$ cat config.mk
export PLATFORM = sky130hd
export DESIGN_NAME = reaction_timer
export DESIGN_NICKNAME = d
export VERILOG_FILES = /design/src/rtl/reaction_timer.sv
export SDC_FILE = /design/constraint.sdc
export NUM_CORES = 1
export LEC_CHECK = 0
export BUFFER_PORTS_ARGS = -buffer_cell sky130_fd_sc_hd__buf_4
export CAP_MARGIN = 30
export CORE_MARGIN = 2
export CORE_UTILIZATION = 25
export CTS_CLUSTER_SIZE = 20
export DETAILED_ROUTE_END_ITERATION = 12
export SLEW_MARGIN = 20
export SYNTH_ARGS = -nofsm -noshare
export SYNTH_HDL_FRONTEND = slang
export SYNTH_SLANG_ARGS = --single-unit
$ cat constraint.sdc
create_clock -name clk -period 5.4 [get_ports clk]
set_input_delay 1.08 -clock clk [delete_from_list [all_inputs] [get_ports clk]]
set_output_delay 1.08 -clock clk [all_outputs]
set_load 0.05 [all_outputs]
$ cat src/rtl/reaction_timer.sv
// Reaction-game round controller: random pre-GO delay, then counts ms until the
// debounced button is pressed; reports result, false start or timeout.
module reaction_timer #(
  parameter int          CLK_PER_MS   = 50000,
  parameter int          MIN_DELAY_MS = 1000,
  parameter int          MAX_MS       = 9999,
  parameter logic [15:0] LFSR_SEED    = 16'hACE1
) (
  input  logic        clk,
  input  logic        rst,
  input  logic        btn_in,
  output logic        led_go,
  output logic [13:0] result_ms,
  output logic        result_valid,
  output logic        false_start,
  output logic        busy
);

  localparam int              PW         = $clog2(CLK_PER_MS);
  localparam logic [PW-1:0]   PRESC_LAST = PW'(CLK_PER_MS - 1);
  localparam logic [13:0]     MS_MAX     = 14'(MAX_MS);
  localparam logic [13:0]     MS_SAT     = 14'(MAX_MS - 1);
  localparam logic [10:0]     MIN_D      = 11'(MIN_DELAY_MS);

  typedef enum logic [1:0] {IDLE, ARM, GO, DONE} state_t;

  state_t        state;
  logic          btn_q;
  logic          press;
  logic [15:0]   lfsr;
  logic          lfsr_fb;
  logic [PW-1:0] presc;
  logic          tick;
  logic [13:0]   ms_cnt;
  logic [10:0]   delay_ms;
  logic [13:0]   delay_last;

  assign press      = btn_in & ~btn_q;
  assign lfsr_fb    = lfsr[15] ^ lfsr[13] ^ lfsr[12] ^ lfsr[10];
  assign tick       = (presc == PRESC_LAST);
  assign delay_last = {3'b000, delay_ms} - 14'd1;

  always_ff @(posedge clk) begin
    if (rst) begin
      state        <= IDLE;
      btn_q        <= 1'b1;
      lfsr         <= LFSR_SEED;
      presc        <= '0;
      ms_cnt       <= '0;
      delay_ms     <= '0;
      led_go       <= 1'b0;
      result_ms    <= '0;
      result_valid <= 1'b0;
      false_start  <= 1'b0;
      busy         <= 1'b0;
    end else begin
      btn_q        <= btn_in;
      lfsr         <= {lfsr[14:0], lfsr_fb};
      result_valid <= 1'b0;
      presc        <= tick ? '0 : presc + 1'b1;

      case (state)
        IDLE, DONE: begin
          if (press) begin
            state       <= ARM;
            delay_ms    <= MIN_D + {1'b0, lfsr[9:0]};
            ms_cnt      <= '0;
            presc       <= '0;
            busy        <= 1'b1;
            false_start <= 1'b0;
          end
        end

        ARM: begin
          // A press on the expiry tick still counts as a false start.
          if (press) begin
            state       <= DONE;
            false_start <= 1'b1;
            busy        <= 1'b0;
            presc       <= '0;
          end else if (tick) begin
            if (ms_cnt == delay_last) begin
              state  <= GO;
              ms_cnt <= '0;
              led_go <= 1'b1;
              presc  <= '0;
            end else begin
              ms_cnt <= ms_cnt + 14'd1;
            end
          end
        end

        GO: begin
          // Press reports completed ms only, so it wins over a coincident tick.
          if (press) begin
            state        <= DONE;
            result_ms    <= ms_cnt;
            result_valid <= 1'b1;
            led_go       <= 1'b0;
            busy         <= 1'b0;
            presc        <= '0;
          end else if (tick) begin
            if (ms_cnt == MS_SAT) begin
              state        <= DONE;
              result_ms    <= MS_MAX;
              result_valid <= 1'b1;
              led_go       <= 1'b0;
              busy         <= 1'b0;
              presc        <= '0;
            end else begin
              ms_cnt <= ms_cnt + 14'd1;
            end
          end
        end

        default: state <= IDLE;
      endcase
    end
  end

endmodule

# After elaboration in Yosys (flattened, before gate mapping)

Index checks and enable logic that the tools add are counted.

Register bits: 78
Bits of input ports: 3
Output and inout port bits: 18
Word-level logic and storage cells: 95

Add/sub/neg operators: 4
Equality and inequality tests: 18
Muxes and demuxes: 42
Bitwise gates (word level): 6
Reduce and logical (&&, ||, !) cells: 14

Operators by type and width:

| kind                                                                  | number |
|---|---|
| 14-bit 2-to-1 mux                                                     | 10 |
| 16-bit 2-to-1 mux                                                     | 8 |
| 16-bit case mux with 3 select lines                                   | 1 |
| 14-bit case mux with 3 select lines                                   | 1 |
| 16-bit by 1-bit adder with 16-bit output (second input constant)      | 1 |
| 16-bit == test (second input constant)                                | 1 |
| 2-bit inequality test (second input constant)                         | 8 |
| 14-bit by 1-bit adder with 14-bit output (second input constant)      | 1 |
| 14-bit == test                                                        | 1 |
| 14-bit == test (second input constant)                                | 1 |
| 2-bit 2-to-1 mux                                                      | 7 |
| 3-bit inequality test (second input constant)                         | 4 |
| 6-bit AND reduction                                                   | 2 |
| 11-bit by 1-bit subtractor with 12-bit output (second input constant) | 1 |
| 10-bit by 10-bit adder with 11-bit output (first input constant)      | 1 |
| 1-bit 2-to-1 mux                                                      | 11 |
| 2-bit nonzero test                                                    | 4 |
| 2-bit case mux with 3 select lines                                    | 1 |
| 3-bit AND reduction                                                   | 2 |
| 5-bit AND reduction                                                   | 1 |
| 2-bit == test (second input constant)                                 | 2 |
| 1-bit case mux with 2 select lines                                    | 2 |
| 4-bit AND reduction                                                   | 1 |
| 2-bit OR reduction                                                    | 2 |
| other kinds (7)                                                       | 10 |

# Depth between registers and ports, before layout

Depth after elaboration: 6
Depth in mapped cells: 10
Depth with buffers taken out: 9

# Worst setup path before layout

No wires, ideal clock.

Kind: reg2reg
From: register delay_ms[3]
To: register ms_cnt[6]
Setup time: 0.120 ns
Data arrival time: 2.423 ns
Required time: 5.280 ns
Path slack: 2.857 ns
Stages on the path, launching flop included: 10
Path buffers: 2
Clock period less this slack: 2.543 ns
Path through: dfxtp_1 buf_6 or4_4 nor4_4 o2bb2ai_2 a2111oi_4 a211oi_2 buf_6 and4bb_2 a211o_1

Longest elaborated chain between the ends: 6

Ends and longest elaborated chain:

| item                                          | RTL line | RTL |
|---|---|---|
| from (decl)                                   | 35       | `logic [10:0] delay_ms;` |
| from (signal assigned)                        | 66       | `delay_ms <= MIN_D + {1'b0, lfsr[9:0]};` |
| 11-bit by 1-bit subtractor with 12-bit output | 41       | `assign delay_last = {3'b000, delay_ms} - 14'd1;` |
| 14-bit == test                                | 82       | `if (ms_cnt == delay_last) begin` |
| 14-bit 2-to-1 mux                             | 82       |  |
| 14-bit 2-to-1 mux                             | 81       | `end else if (tick) begin` |
| 14-bit 2-to-1 mux                             | 76       | `if (press) begin` |
| 14-bit case mux with 3 select lines           | 62       | `case (state)` |
| to (signal assigned)                          | 88       | `ms_cnt <= ms_cnt + 14'd1;` |
| to (signal assigned)                          | 111      | `ms_cnt <= ms_cnt + 14'd1;` |
| to (decl)                                     | 34       | `logic [13:0] ms_cnt;` |

No other way between the ends. The select of a mux whose other input is x is not followed.
A chain may end at the register's enable or synchronous reset.

# Worst setup path in the final report

From: register delay_ms[2]
To: register ms_cnt[2]

The elaborated chain is that of the path after synthesis.

==> impl_metrics.ini <==
[clocking]
clk_latency_ns = 0.33
cts-buffers-inserted = 9
cts-hold-fix-buffers = 0
cts_sinks = 78
cts.htree.levels = 3
clock_tree.root_cell = sky130_fd_sc_hd__clkbuf_16
postCtsSetupBuffers = 0
cts_tree = done
cts.reportedPaths.clkPinSlew_ns = 0.06
cts.repair.resized = 0
clock_path_buffers = 2

[grt]
first_pass_grt_wire_length_mm = 13.9
first_global_vias = 2914
grt_antenna_before_repair = 0
grt_overflow = 0
grt_max_degree = 80
grt_util_all_layers = 0.105

[sta]
setup_violations = 0
grt_setup_unrepaired = false
hold_violations = 0
timing.fmax_mhz = 330
fin_crit_sh = 0.562
postLayoutSetupSlackWorst_ns = 2.37
relative_max_transition_margin = 0.406
post_layout_minimum_cycle_time_ns = 3.03
final_max_slew_viol_count = 0
worst_pin_slew_ns = 0.889
skew_ns = 0.00910
setup_total_negative_slack_ns = 0

[worst_setup_path]
critical_path.cell_chain = or4_4 > or4_4 > o2111ai_2 > nor3_2 > a211oi_2 > nor4bb_1 > a211o_1
timing.setup.critical_path_class = reg -> reg
slowest_stage = sky130_fd_sc_hd__a211oi_2
cp_slowest_stage_delay_ns = 0.72
worst_setup_path_startpoint = delay_ms[2]
timing.rr.end = ms_cnt[2]
crit_end = ms_cnt[2]
timing.critical_path.fanout_max = 12
crit_path_frequent_cell = sky130_fd_sc_hd__or4_4
critPathTopFamily = simple AND/OR/NAND/NOR gates
arrival_ns = 3.31
cp_data_required_time_ns = 5.68
timing.critical_path.from_type = flop
worst-r2r-cell-count = 7
worst_setup_end_kind = flop
rr_startpoint = delay_ms[2]
critical_path_buf_inv_count = 0
r2r_setup_slack_ns = 2.37
critical_path_cell_count = 7

[route]
final_antenna_net_count = 0
detail_route.iter0.violations = 144
drt-wirelength-per-cell_um = 13.0
routed_wl_mm = 8.23
vias_per_cell = 4.80
dr_pass1_iterations = 4
route.vias.total = 3040
drc_violation_count_after_routing = 0

[synthesis]
synth_area_leaders = sky130_fd_sc_hd__dfxtp_1, sky130_fd_sc_hd__nor2_1, sky130_fd_sc_hd__xnor2_1
number_of_different_library_cells_in_the_post_synthesis_netlist = 56
number_of_standard_cells_after_synthesis = 440
cell_with_the_most_instances_after_synthesis = sky130_fd_sc_hd__dfxtp_1
ys_ff_latch = 78
synth-seq-area-share = 0.404
syn-mean-instance-area_um2 = 8.78
async_flop_share = 0
synth.largest_area_cell = sky130_fd_sc_hd__dfxtp_1
synth.cells.most_frequent = sky130_fd_sc_hd__dfxtp_1, sky130_fd_sc_hd__nor2_1, sky130_fd_sc_hd__nand2_1, sky130_fd_sc_hd__clkbuf_1
number_of_enable_flip_flop_cells_after_synthesis = 0
post_synth_instance_area_um2 = 3860
syn_nets = 450
synth_flop_cell = sky130_fd_sc_hd__dfxtp_1
netlist.area_leader.share = 0.404
ys.warnings.count = 0

[floorplanning]
floorplan.die.height_um = 128
die_x_um = 128
placement_rows = 45
initial_core_util = 0.255
fp.dieArea_um2 = 16500
core_um2 = 15100
num_io_pins = 21

[cells_and_area]
num_antenna_cells = 0
area_growth_pct = 13.9
fraction_of_final_layout_cells_sized_beyond_drive_strength_1 = 0.151
final_instance_area_um2 = 4400
final_cell_count_no_fill = 633
nets = 450
filler_cell_count = 1569

[run_status]
status = finished clean

[place]
placedInstanceArea_um2 = 4110
rd_place_congestion = 0.819
dpl.hpwl_mm = 5.79
place.detailed.instances = 616
numPortBuffers = 20
placement.setup.worst_slack_ns = 2.03

[pwr]
max-vdd-ir-drop_mv = 0.136
power_leakage_uw = 0.00167
power.density_nw_per_um2 = 367

[flow_run]
max_cap_violations = 0

[min_path]
hold_path.class = reg -> reg
worstHoldPathCells = 1
[per-layer routing]
metal,up-vias,global-route usage,routed length (um)
li1,1552,-,-
met4,0,0.0381,143
met2,55,0.171,3770
met3,8,0.0346,459
met1,1425,0.129,3860
met5,-,0,0
[stage by stage]
step / hold WS, ns / utilization / total power [uW]
3_3_place_gp: 0.396 / 0.271 / 1040
3_5_place_dp: 0.403 / 0.271 / 1060
2_1_floorplan: 0.389 / - / 989
5_1_grt: 0.436 / 0.290 / 1710
6_report: 0.416 / 0.290 / 1610
4_1_cts: 0.421 / 0.290 / 1630
[final cells by class]
type / count / area [um2] / area share
multi-input cells: 318 / 2110 / 0.481
clock inverters: 4 / 28.8 / 0.00654
well taps: 188 / 235 / 0.0535
flip-flops and latches: 78 / 1560 / 0.355
repair buffers: 21 / 158 / 0.0358
inverters: 12 / 45.0 / 0.0102
clock buffers: 12 / 256 / 0.0583
[worst min-delay path by stage]
| stage | start | endpoint |
|---|---|---|
| 2_1_floorplan | lfsr[14] | lfsr[15] |
| 3_3_place_gp | lfsr[14] | lfsr[15] |
| 3_5_place_dp | lfsr[14] | lfsr[15] |
| 4_1_cts | lfsr[14] | lfsr[15] |
| 5_1_grt | lfsr[14] | lfsr[15] |
| 6_report | lfsr[14] | lfsr[15] |
[logic make-up (layout without fill, tap and decap cells)]
group	count (synthesis)	after routing	share of synthesized area
AND/OR/NAND/NOR	209	209	0.315
flip-flops	78	78	0.404
AO/OA/AOI/OAI	67	67	0.130
buffers and inverters	44	49	0.0486
XOR/XNOR	34	34	0.0771
adder cells (fa/ha/maj)	7	7	0.0227
multiplexers	1	1	0.00259
[state kept, by name, indices dropped and copies added, names as in the netlist]
signal        count
btn_q             1
busy              1
delay_ms         11
false_start       1
led_go            1
lfsr             16
ms_cnt           14
presc            16
result_ms        14
result_valid      1
state             2
[cells in the final DEF (no fill, tap or decap), types with 13 or more instances in the layout]
master and n:
sky130_fd_sc_hd__nor2_1 49, sky130_fd_sc_hd__nand2_1 38, sky130_fd_sc_hd__xnor2_1 18, sky130_fd_sc_hd__nor3_1 17, sky130_fd_sc_hd__a211o_1 13, sky130_fd_sc_hd__a21oi_1 21, sky130_fd_sc_hd__xor2_1 16, sky130_fd_sc_hd__buf_4 21
sky130_fd_sc_hd__dfxtp_1 78, sky130_fd_sc_hd__nand3_1 21
[power by group]
part | switching (uW) | leakage [uW] | internal [uW] | total (uW)
logic | 247 | 0.000899 | 143 | 390
registers | 37.8 | 0.000635 | 616 | 654
clock network | 231 | 0.000135 | 337 | 568
total | 516 | 0.00167 | 1100 | 1610
Note: power is estimated with default switching activity, not from simulation.
